`src/rtl/slave_bus_if.sv`:
```
// Request/response bus shared by the requesters and the downstream memory port.
// The requester side drives the request fields. The memory side answers with
// bdone and rdata.
interface slave_bus_if;
    logic        bstart;
    logic [31:0] addr;
    logic        ttype;   // 1'b0 = READ, 1'b1 = WRITE
    logic [1:0]  tsize;
    logic [31:0] wdata;
    logic        ss;
    logic        bdone;
    logic [31:0] rdata;

    modport master (
        output bstart, addr, ttype, tsize, wdata, ss,
        input  bdone, rdata
    );

    modport slave (
        input  bstart, addr, ttype, tsize, wdata, ss,
        output bdone, rdata
    );
endinterface

```
`src/rtl/mem_port_arbiter.sv`:
```
// Two-requester arbiter in front of a single-ported memory.
// The two requesters are instruction fetch (ibus) and load/store (dbus).
// Ties are broken round-robin. Each grant issues exactly one downstream bstart.
// A transaction is aborted with a timeout pulse if the memory never answers.
module mem_port_arbiter #(
    parameter int unsigned TIMEOUT = 16
) (
    input  logic         clk,
    input  logic         rst_n,
    slave_bus_if.slave   ibus,
    slave_bus_if.slave   dbus,
    slave_bus_if.master  mbus,
    output logic [1:0]   grant,
    output logic         timeout_err
);

    typedef enum logic [1:0] {
        ST_IDLE  = 2'd0,
        ST_ISSUE = 2'd1,
        ST_WAIT  = 2'd2
    } state_t;

    localparam logic       OWN_IBUS  = 1'b0;
    localparam logic       OWN_DBUS  = 1'b1;
    // The last WAIT cycle index before the transaction is abandoned.
    localparam logic [7:0] WAIT_LAST = 8'(TIMEOUT - 32'd1);

    state_t      state_r;
    state_t      state_nx_s;
    logic        owner_r;
    logic        owner_nx_s;
    logic        last_owner_r;
    logic        last_owner_nx_s;
    logic [7:0]  wait_cnt_r;
    logic [7:0]  wait_cnt_nx_s;
    logic [1:0]  grant_r;
    logic [1:0]  grant_nx_s;
    logic        bstart_r;
    logic        bstart_nx_s;
    logic        winner_s;
    logic        done_s;
    logic        abort_s;
    logic [31:0] resp_data_s;

    // Pick the winner. A lone requester wins. On a tie, the side that did not own the bus last time wins.
    always_comb begin
        winner_s = OWN_IBUS;
        if (ibus.bstart && dbus.bstart) begin
            winner_s = ~last_owner_r;
        end else if (dbus.bstart) begin
            winner_s = OWN_DBUS;
        end else begin
            winner_s = OWN_IBUS;
        end
    end

    // Next-state logic, completion and abort detection
    always_comb begin
        state_nx_s      = state_r;
        owner_nx_s      = owner_r;
        last_owner_nx_s = last_owner_r;
        wait_cnt_nx_s   = wait_cnt_r;
        grant_nx_s      = grant_r;
        bstart_nx_s     = 1'b0;
        done_s          = 1'b0;
        abort_s         = 1'b0;
        resp_data_s     = 32'd0;
        case (state_r)
            ST_IDLE: begin
                wait_cnt_nx_s = 8'd0;
                if (ibus.bstart || dbus.bstart) begin
                    state_nx_s      = ST_ISSUE;
                    owner_nx_s      = winner_s;
                    last_owner_nx_s = winner_s;
                    grant_nx_s      = (winner_s == OWN_DBUS) ? 2'b10 : 2'b01;
                    bstart_nx_s     = 1'b1;
                end else begin
                    grant_nx_s = 2'b00;
                end
            end
            ST_ISSUE: begin
                // A stray mbus.bdone here is ignored; ISSUE always lasts exactly one cycle.
                state_nx_s    = ST_WAIT;
                wait_cnt_nx_s = 8'd0;
            end
            ST_WAIT: begin
                if (mbus.bdone) begin
                    // A real completion takes priority over a timeout in the same cycle.
                    done_s        = 1'b1;
                    resp_data_s   = mbus.rdata;
                    state_nx_s    = ST_IDLE;
                    grant_nx_s    = 2'b00;
                    wait_cnt_nx_s = 8'd0;
                end else if (wait_cnt_r >= WAIT_LAST) begin
                    done_s        = 1'b1;
                    abort_s       = 1'b1;
                    state_nx_s    = ST_IDLE;
                    grant_nx_s    = 2'b00;
                    wait_cnt_nx_s = 8'd0;
                end else begin
                    wait_cnt_nx_s = wait_cnt_r + 8'd1;
                end
            end
            default: begin
                state_nx_s    = ST_IDLE;
                grant_nx_s    = 2'b00;
                wait_cnt_nx_s = 8'd0;
            end
        endcase
    end

    // State, ownership, wait counter and registered grant/bstart
    always_ff @(posedge clk or negedge rst_n) begin
        if (!rst_n) begin
            state_r      <= ST_IDLE;
            owner_r      <= OWN_IBUS;
            last_owner_r <= OWN_DBUS;
            wait_cnt_r   <= 8'd0;
            grant_r      <= 2'b00;
            bstart_r     <= 1'b0;
        end else begin
            state_r      <= state_nx_s;
            owner_r      <= owner_nx_s;
            last_owner_r <= last_owner_nx_s;
            wait_cnt_r   <= wait_cnt_nx_s;
            grant_r      <= grant_nx_s;
            bstart_r     <= bstart_nx_s;
        end
    end

    // Forward the owner's request fields to mbus while a transaction is active; the bus is quiet in IDLE
    always_comb begin
        mbus.bstart = bstart_r;
        mbus.addr   = 32'd0;
        mbus.ttype  = 1'b0;
        mbus.tsize  = 2'd0;
        mbus.wdata  = 32'd0;
        mbus.ss     = 1'b0;
        if ((state_r == ST_ISSUE) || (state_r == ST_WAIT)) begin
            if (owner_r == OWN_DBUS) begin
                mbus.addr  = dbus.addr;
                mbus.ttype = dbus.ttype;
                mbus.tsize = dbus.tsize;
                mbus.wdata = dbus.wdata;
                mbus.ss    = dbus.ss;
            end else begin
                mbus.addr  = ibus.addr;
                mbus.ttype = ibus.ttype;
                mbus.tsize = ibus.tsize;
                mbus.wdata = ibus.wdata;
                mbus.ss    = ibus.ss;
            end
        end else begin
            mbus.addr  = 32'd0;
            mbus.ttype = 1'b0;
            mbus.tsize = 2'd0;
            mbus.wdata = 32'd0;
            mbus.ss    = 1'b0;
        end
    end

    // Return completion to the owner only. The other requester sees bdone=0 and rdata=0.
    always_comb begin
        ibus.bdone = done_s && (owner_r == OWN_IBUS);
        dbus.bdone = done_s && (owner_r == OWN_DBUS);
        if (ibus.bdone) begin
            ibus.rdata = resp_data_s;
        end else begin
            ibus.rdata = 32'd0;
        end
        if (dbus.bdone) begin
            dbus.rdata = resp_data_s;
        end else begin
            dbus.rdata = 32'd0;
        end
    end

    assign grant       = grant_r;
    assign timeout_err = abort_s;

endmodule

```
`src/flat_wrapper.sv`:
```
// flat-port wrapper written by rule: the top's interface ports become plain ports
module mem_port_arbiter_flat 
#(
    parameter int unsigned TIMEOUT = 16
)
  (clk, rst_n, grant, timeout_err, ibus_bstart, ibus_addr, ibus_ttype, ibus_tsize, ibus_wdata, ibus_ss, ibus_bdone, ibus_rdata, dbus_bstart, dbus_addr, dbus_ttype, dbus_tsize, dbus_wdata, dbus_ss, dbus_bdone, dbus_rdata, mbus_bstart, mbus_addr, mbus_ttype, mbus_tsize, mbus_wdata, mbus_ss, mbus_bdone, mbus_rdata);
  slave_bus_if ibus_i ();
  slave_bus_if dbus_i ();
  slave_bus_if mbus_i ();
  input  logic clk;
  input  logic rst_n;
  output logic [1:0] grant;
  output logic timeout_err;
  input wire logic [$bits(ibus_i.bstart)-1:0] ibus_bstart;
  input wire logic [$bits(ibus_i.addr)-1:0] ibus_addr;
  input wire logic [$bits(ibus_i.ttype)-1:0] ibus_ttype;
  input wire logic [$bits(ibus_i.tsize)-1:0] ibus_tsize;
  input wire logic [$bits(ibus_i.wdata)-1:0] ibus_wdata;
  input wire logic [$bits(ibus_i.ss)-1:0] ibus_ss;
  output wire logic [$bits(ibus_i.bdone)-1:0] ibus_bdone;
  output wire logic [$bits(ibus_i.rdata)-1:0] ibus_rdata;
  input wire logic [$bits(dbus_i.bstart)-1:0] dbus_bstart;
  input wire logic [$bits(dbus_i.addr)-1:0] dbus_addr;
  input wire logic [$bits(dbus_i.ttype)-1:0] dbus_ttype;
  input wire logic [$bits(dbus_i.tsize)-1:0] dbus_tsize;
  input wire logic [$bits(dbus_i.wdata)-1:0] dbus_wdata;
  input wire logic [$bits(dbus_i.ss)-1:0] dbus_ss;
  output wire logic [$bits(dbus_i.bdone)-1:0] dbus_bdone;
  output wire logic [$bits(dbus_i.rdata)-1:0] dbus_rdata;
  output wire logic [$bits(mbus_i.bstart)-1:0] mbus_bstart;
  output wire logic [$bits(mbus_i.addr)-1:0] mbus_addr;
  output wire logic [$bits(mbus_i.ttype)-1:0] mbus_ttype;
  output wire logic [$bits(mbus_i.tsize)-1:0] mbus_tsize;
  output wire logic [$bits(mbus_i.wdata)-1:0] mbus_wdata;
  output wire logic [$bits(mbus_i.ss)-1:0] mbus_ss;
  input wire logic [$bits(mbus_i.bdone)-1:0] mbus_bdone;
  input wire logic [$bits(mbus_i.rdata)-1:0] mbus_rdata;
  assign ibus_i.bstart = ibus_bstart;
  assign ibus_i.addr = ibus_addr;
  assign ibus_i.ttype = ibus_ttype;
  assign ibus_i.tsize = ibus_tsize;
  assign ibus_i.wdata = ibus_wdata;
  assign ibus_i.ss = ibus_ss;
  assign ibus_bdone = ibus_i.bdone;
  assign ibus_rdata = ibus_i.rdata;
  assign dbus_i.bstart = dbus_bstart;
  assign dbus_i.addr = dbus_addr;
  assign dbus_i.ttype = dbus_ttype;
  assign dbus_i.tsize = dbus_tsize;
  assign dbus_i.wdata = dbus_wdata;
  assign dbus_i.ss = dbus_ss;
  assign dbus_bdone = dbus_i.bdone;
  assign dbus_rdata = dbus_i.rdata;
  assign mbus_bstart = mbus_i.bstart;
  assign mbus_addr = mbus_i.addr;
  assign mbus_ttype = mbus_i.ttype;
  assign mbus_tsize = mbus_i.tsize;
  assign mbus_wdata = mbus_i.wdata;
  assign mbus_ss = mbus_i.ss;
  assign mbus_i.bdone = mbus_bdone;
  assign mbus_i.rdata = mbus_rdata;
  mem_port_arbiter #(.TIMEOUT(TIMEOUT)) u_core (.clk(clk), .rst_n(rst_n), .ibus(ibus_i), .dbus(dbus_i), .mbus(mbus_i), .grant(grant), .timeout_err(timeout_err));
endmodule
```
`config.mk`:
```
export PLATFORM = sky130hd
export DESIGN_NAME = mem_port_arbiter_flat
export DESIGN_NICKNAME = d
export VERILOG_FILES = /design/src/rtl/slave_bus_if.sv /design/src/rtl/mem_port_arbiter.sv /design/src/flat_wrapper.sv
export SDC_FILE = /design/constraint.sdc
export NUM_CORES = 1
export LEC_CHECK = 0
export CORE_AREA = 2 2 120 122
export DETAILED_ROUTE_END_ITERATION = 8
export DIE_AREA = 0 0 122 124
export PLACE_DENSITY = 0.63
export SETUP_SLACK_MARGIN = 0.5
export SYNTH_ARGS = -nofsm -noshare
export SYNTH_HDL_FRONTEND = slang
export SYNTH_SLANG_ARGS = --single-unit
```
`constraint.sdc`:
```
create_clock -name clk -period 1.7 [get_ports clk]
set_input_delay 0.425 -clock clk [delete_from_list [all_inputs] [get_ports clk]]
set_output_delay 0.425 -clock clk [all_outputs]
set_load 0.02 [all_outputs]
```
==> results of run 1 <==
[Yosys cell counts (2+ instances only)]
| master | n | share of area [%] |
|---|---|---|
| nor2b_1 | 71 | 19 |
| mux2i_1 | 68 | 29 |
| and2_1 | 33 | 8.9 |
| and3_1 | 33 | 8.9 |
| clkbuf_1 | 16 | 2.6 |
| dfrtp_1 | 14 | 15 |
| buf_2 | 8 | 1.7 |
| ha_1 | 5 | 2.7 |
| nand2_1 | 5 | 0.81 |
| inv_1 | 4 | 0.65 |
| a21oi_1 | 3 | 0.65 |
| a31oi_1 | 3 | 0.81 |
| mux2_2 | 3 | 1.5 |
| nor2_1 | 2 | 0.32 |
[worst max-delay path, delay by kind of cell (launching register included)]
family        cells  cell delay [ps]
fa+ha+maj         1              270
simple gates      1              110
flops             1              420
buf+inv           5              590
[power breakdown]
group / total [mW] / internal (mW) / switching [mW]
clock network: 0.472 / 0.315 / 0.157
registers: 0.539 / 0.461 / 0.0777
logic: 11.7 / 6.96 / 4.77
[final cells by class]
type,count,share of cell area [%]
clock buffer,3,0.971
clock inverter,1,0.0648
inverter,4,0.194
multi-input combinational,244,38.1
sequential,15,4.92
tap,180,2.91
timing repair buffer,379,52.8
[repair_timing]
item                                   CTS  global route
gates resized for setup                678           249
setup buffers                            5            14
endpoints found under the hold margin    0             0
setup endpoints to repair              147           147
pin swaps                                1            32
gates cloned                             2            10
[layer usage]
metal	part of all wire [%]	vias to the layer above	track usage, %
met1	34	1675	15.8
met4	0.44	0	1.80
met5	0	-	0
li1	-	1685	-
met3	8.4	5	2.98
met2	57	190	31.0
[cell families after synthesis]
family | Yosys count
compound gates | 14
xor+xnor | 1
fa+ha+maj | 5
buf+inv | 29
flops | 15
mux | 71
other cells | 1
simple gates | 149
[flip-flops by register name, indices dropped and copies added, names as in the netlist]
name	cells
u_core.grant	2
u_core.last_owner_r	1
u_core.mbus.bstart	1
u_core.owner_r	1
u_core.state_r	2
u_core.wait_cnt_r	8
[cells in the final DEF (no fill, tap or decap), types with 2 or more instances in the layout]
cell type / synthesis / layout
clkdlybuf4s50_1: 0 / 170
buf_6: 0 / 134
nor2b_4: 0 / 70
buf_4: 0 / 49
mux2i_2: 0 / 45
and2_4: 0 / 33
and3_4: 0 / 31
mux2i_1: 68 / 17
dfrtp_1: 14 / 13
clkbuf_16: 0 / 10
buf_12: 0 / 7
buf_8: 0 / 7
mux2i_4: 0 / 6
conb_1: 1 / 4
and3_2: 1 / 3
nand2_1: 5 / 3
inv_2: 0 / 2
a31oi_1: 3 / 2
nor2_2: 0 / 2
a21oi_2: 0 / 2
mux2_4: 0 / 2
inv_1: 4 / 2
ha_4: 0 / 2
ha_1: 5 / 2
buf_16: 0 / 2
[final timing paths]
kind	to	slack, ps	cells past startpoint
max	mbus_wdata[30]	-360	7
min	u_core.owner_r	420	1
max reg2reg	u_core.grant[0]	40	7
min in group clk	u_core.last_owner_r	510	2
max in group asynchronous	u_core.last_owner_r	750	2
min reg2reg	u_core.last_owner_r	510	2
[stage by stage]
| step | hold slack, ps | setup WS, ps |
|---|---|---|
| global route | 441 | -415 |
| floorplan | 129 | 61.9 |
| CTS | 438 | -403 |
| detailed placement | 495 | -830 |
| global placement | 480 | -813 |
| finish | 425 | -364 |
==> metrics.cfg, run 1 <==
[clocking]
htreeDepth=1
cts_tree=yes
clockRootBuffer=clkbuf_16
clk_latency_ps=250
cts_sinks=15
cts_buffers=3
clk_path_buf_depth=2
path_clk_slew_ps=50
cts_hold_buf=0

[synthesis]
ys_seq_elements=15
synth.lib_cells_used.distinct=31
ys_warn_count=0
synth_cells=285
yosys.area_share.simple_pct=40.2
synth_top_family_by_area=simple AND/OR/NAND/NOR gates
ys_seq_area_share_pct=16.3
yosys_most_used_dff=dfrtp_1
avgSynthCellArea_um2=8.11
synth_compound_area_share_pct=4.22
synth.area.mux_share_pct=30.9
synth_edf_count=0
synth-xor-area-share_pct=0.379
netlist_area_um2=2310
synthAdderAreaFrac_pct=2.71
async_flop_share_pct=100

[global_routing]
grt_pass1_vias=3397
antenna_found_initial=0
grt_overflow=0
grt_max_degree=33
grt_usage_pct=15.0
grt_first_pass_wirelength_mm=18.0

[layout]
finish.utilization_pct=56.3
regArea_um2=380
area_delta_synth_final_pct=234
stdcell_area_um2=7730
multiInputGateArea_um2=2950
nFillCells=1183
diodes=0
drive_gt1_share_pct=65.5
layout.nets=825
fin_cells=826

[die]
core_area_um2=13700
pin_count=311
start_util_pct=16.9
die_w_um=122
num_rows=43
die_y_um=124
die-area_um2=15100

[critical_path]
slowest_delay_ps=420
path_cells=inv_2, ha_4, buf_4, buf_6, buf_6, nor2b_4, buf_6
worst_setup_path_end_kind=primary output
slowest_stage=dfrtp_1
criticalPathCategory=reg -> out
path_max_fanout=5
cp_data_required_time_ps=1270
worstReg2RegStart=u_core.state_r[0]
cp_common_cell=buf_6
startpoint_type=flip-flop
crit_arrival_ps=1640
crit_start=u_core.state_r[1]

[place]
placed_area_um2=6590
portBuffers=310
dp.cells=791
gp_congestion=0.739
dp_hpwl_mm=10.4

[timing]
fmax_mhz=485
finalHoldViolations=0
timing.final.crit_share_pct=121
finalCriticalPeriod_ps=2060
fin_skew_ps=0.838
rsz0062_at_grt=yes
finalSetupViolCount=135
slew_violations=0
fin_ws_ps=-364
fin_tns_setup_ps=-40790

[power]
irDropWorstVdd_v=0.000906
p_per_area_nw_per_um2=1650
power.total_mw=12.7
p_leak_nw=3.44

[run_status]
status=finished with violations
violations=negative setup slack

[routing]
wl_per_cell_um=17.2
postRouteAntennaNets=0
route.detailed.drc=0
drt_iter0_markers=55
via_count=3555
drt-total-wl_mm=14.2
dr.pass1.iters=4
viasPerCell=4.30

[hold_path]
hp-class=in -> async

[job]
cap_violations=0

No activity file was read; power rests on OpenSTA's default activity.
==> run 2: changes to the inputs <==
Settings changed: CORE_AREA 2 2 120 122 to 2 2 121 123, DIE_AREA 0 0 122 124 to 0 0 123 125, PLACE_DENSITY 0.63 to 0.6.
Clock period 1.7 ns to 2.4 ns, I/O delays scaled along.
==> metrics.cfg, run 2 (synthesized netlist as in run 1, its figures left out) <==
[routing]
route.detailed.drc=0
wl_per_cell_um=16.4
wl_met1_mm=4.62
drt_iter0_markers=43
dr_wl_met3_um=985
drt-total-wl_mm=13.2
viasPerCell=4.20
wl_met2_mm=7.52
top_layer=met4
postRouteAntennaNets=0
dr.pass1.iters=4
via_count=3378

[die]
num_rows=44
die_w_um=123
core_area_um2=14200
die_y_um=125
pin_count=311
start_util_pct=16.3
die-area_um2=15400

[timing]
rsz0062_at_grt=yes
timing.final.crit_share_pct=94.4
finalHoldViolations=0
fin_skew_ps=3.90
finalCriticalPeriod_ps=2270
finalSetupViolCount=0
slew_headroom_pct=56.2
slew_violations=0
worst_slew_pin_slew_ps=655
fmax_mhz=441

[layout]
largest_reg_flops=8
area_delta_synth_final_pct=190
drive_gt1_share_pct=56.0
largest-register=u_core.wait_cnt_r
fin_cells=805
diodes=0
layout_commonest_cell=clkdlybuf4s50_1
mostFrequentLayoutCells=clkdlybuf4s50_1, buf_4, buf_6
finish.utilization_pct=47.1
layout.nets=800

[critical_path]
r2r_setup_slack_ps=590
criticalPathCategory=reg -> out
path_max_fanout=16
reg2reg_to=u_core.state_r[1]
crit_arrival_ps=1670
startpoint_type=flip-flop
crit_start=u_core.owner_r
worstReg2RegStart=u_core.state_r[1]
worst_setup_path_end_kind=primary output
crit_path_end=dbus_rdata[11]
cp_data_required_time_ps=1800
reg2regPathDepth=7

[clocking]
cts_buffers=3
clockRootBuffer=clkbuf_16
htreeDepth=1
path_clk_slew_ps=50
clk_path_buf_depth=2
clk_latency_ps=250
cts_tree=yes
cts_sinks=15

[global_routing]
grt_first_pass_wirelength_mm=18.9
grt_usage_pct=15.7
grt_max_degree=26
antenna_found_initial=0
grt_pass1_vias=3393
grt_overflow=0

[power]
p_per_area_nw_per_um2=1070
irDropWorstVdd_v=0.000610
p_leak_nw=3.05

[place]
dp.cells=778
gp_congestion=0.905
portBuffers=310
dp_hpwl_mm=10.2

[run_status]
status=completed

[hold_path]
hp-class=reg -> reg

[job]
cap_violations=0

[run 2: area by class of cell]
cell class	count	area, um^2
sequential	15	380
fill	1376	7510
inverter	4	15.0
clock buffer	3	75.1
clock inverter	1	5.00
timing repair buffer	354	3510
multi-input combinational	244	2480
tap	184	230
[run 2: worst min path at each step]
stage / end / slack [ps] / depth (start not counted) / startpoint
final: u_core.last_owner_r / 510 / 2 / u_core.last_owner_r
after floorplan: u_core.grant[0] / 300 / 0 / rst_n
after CTS: u_core.last_owner_r / 500 / 2 / u_core.last_owner_r
after global placement: u_core.wait_cnt_r[3] / 480 / 1 / u_core.wait_cnt_r[3]
after global routing: u_core.last_owner_r / 520 / 2 / u_core.last_owner_r
after detailed placement: u_core.last_owner_r / 500 / 2 / u_core.last_owner_r
[run 2: metrics by stage]
step                power (mW)  hold WS, ps  TNS (ps)  setup WS (ps)  area (um^2)
CTS                       6.85          505         0            126         6360
finish                    7.19          511         0            134         6700
floorplan                 3.61          304         0            461         2670
global route              7.57          516         0           99.0         6700
detailed placement        6.19          497    -29950           -433         6140
global placement          6.15          475    -27950           -399         6140
[run 2: per-layer routing]
layer / vias to the layer above / GRT usage [%]
li1: 1642 / -
met1: 1563 / 16.7
met2: 165 / 32.1
met3: 8 / 2.55
met4: 0 / 2.01
met5: - / 0
[run 2: repair_timing]
item                                    4_1_cts  5_1_grt
endpoints found under the setup margin      137      138
hold buffers                                  0        0
setup buffers                                 9        7
pin swaps                                     2       15
gates cloned                                  5        2
gates resized for setup                     593      187
[run 2: critical path: stages, from the launching register on]
cell and delay, ps:
dfrtp_4 550, buf_6 150, and3_4 210, buf_12 150, and2_2 190, buf_4 150
[run 2: power by group]
part,switching [mW],internal [mW],leakage [nW]
Combinational,2.94,3.53,2.82
Clock,0.0993,0.222,0.0409
Sequential,0.0720,0.327,0.188
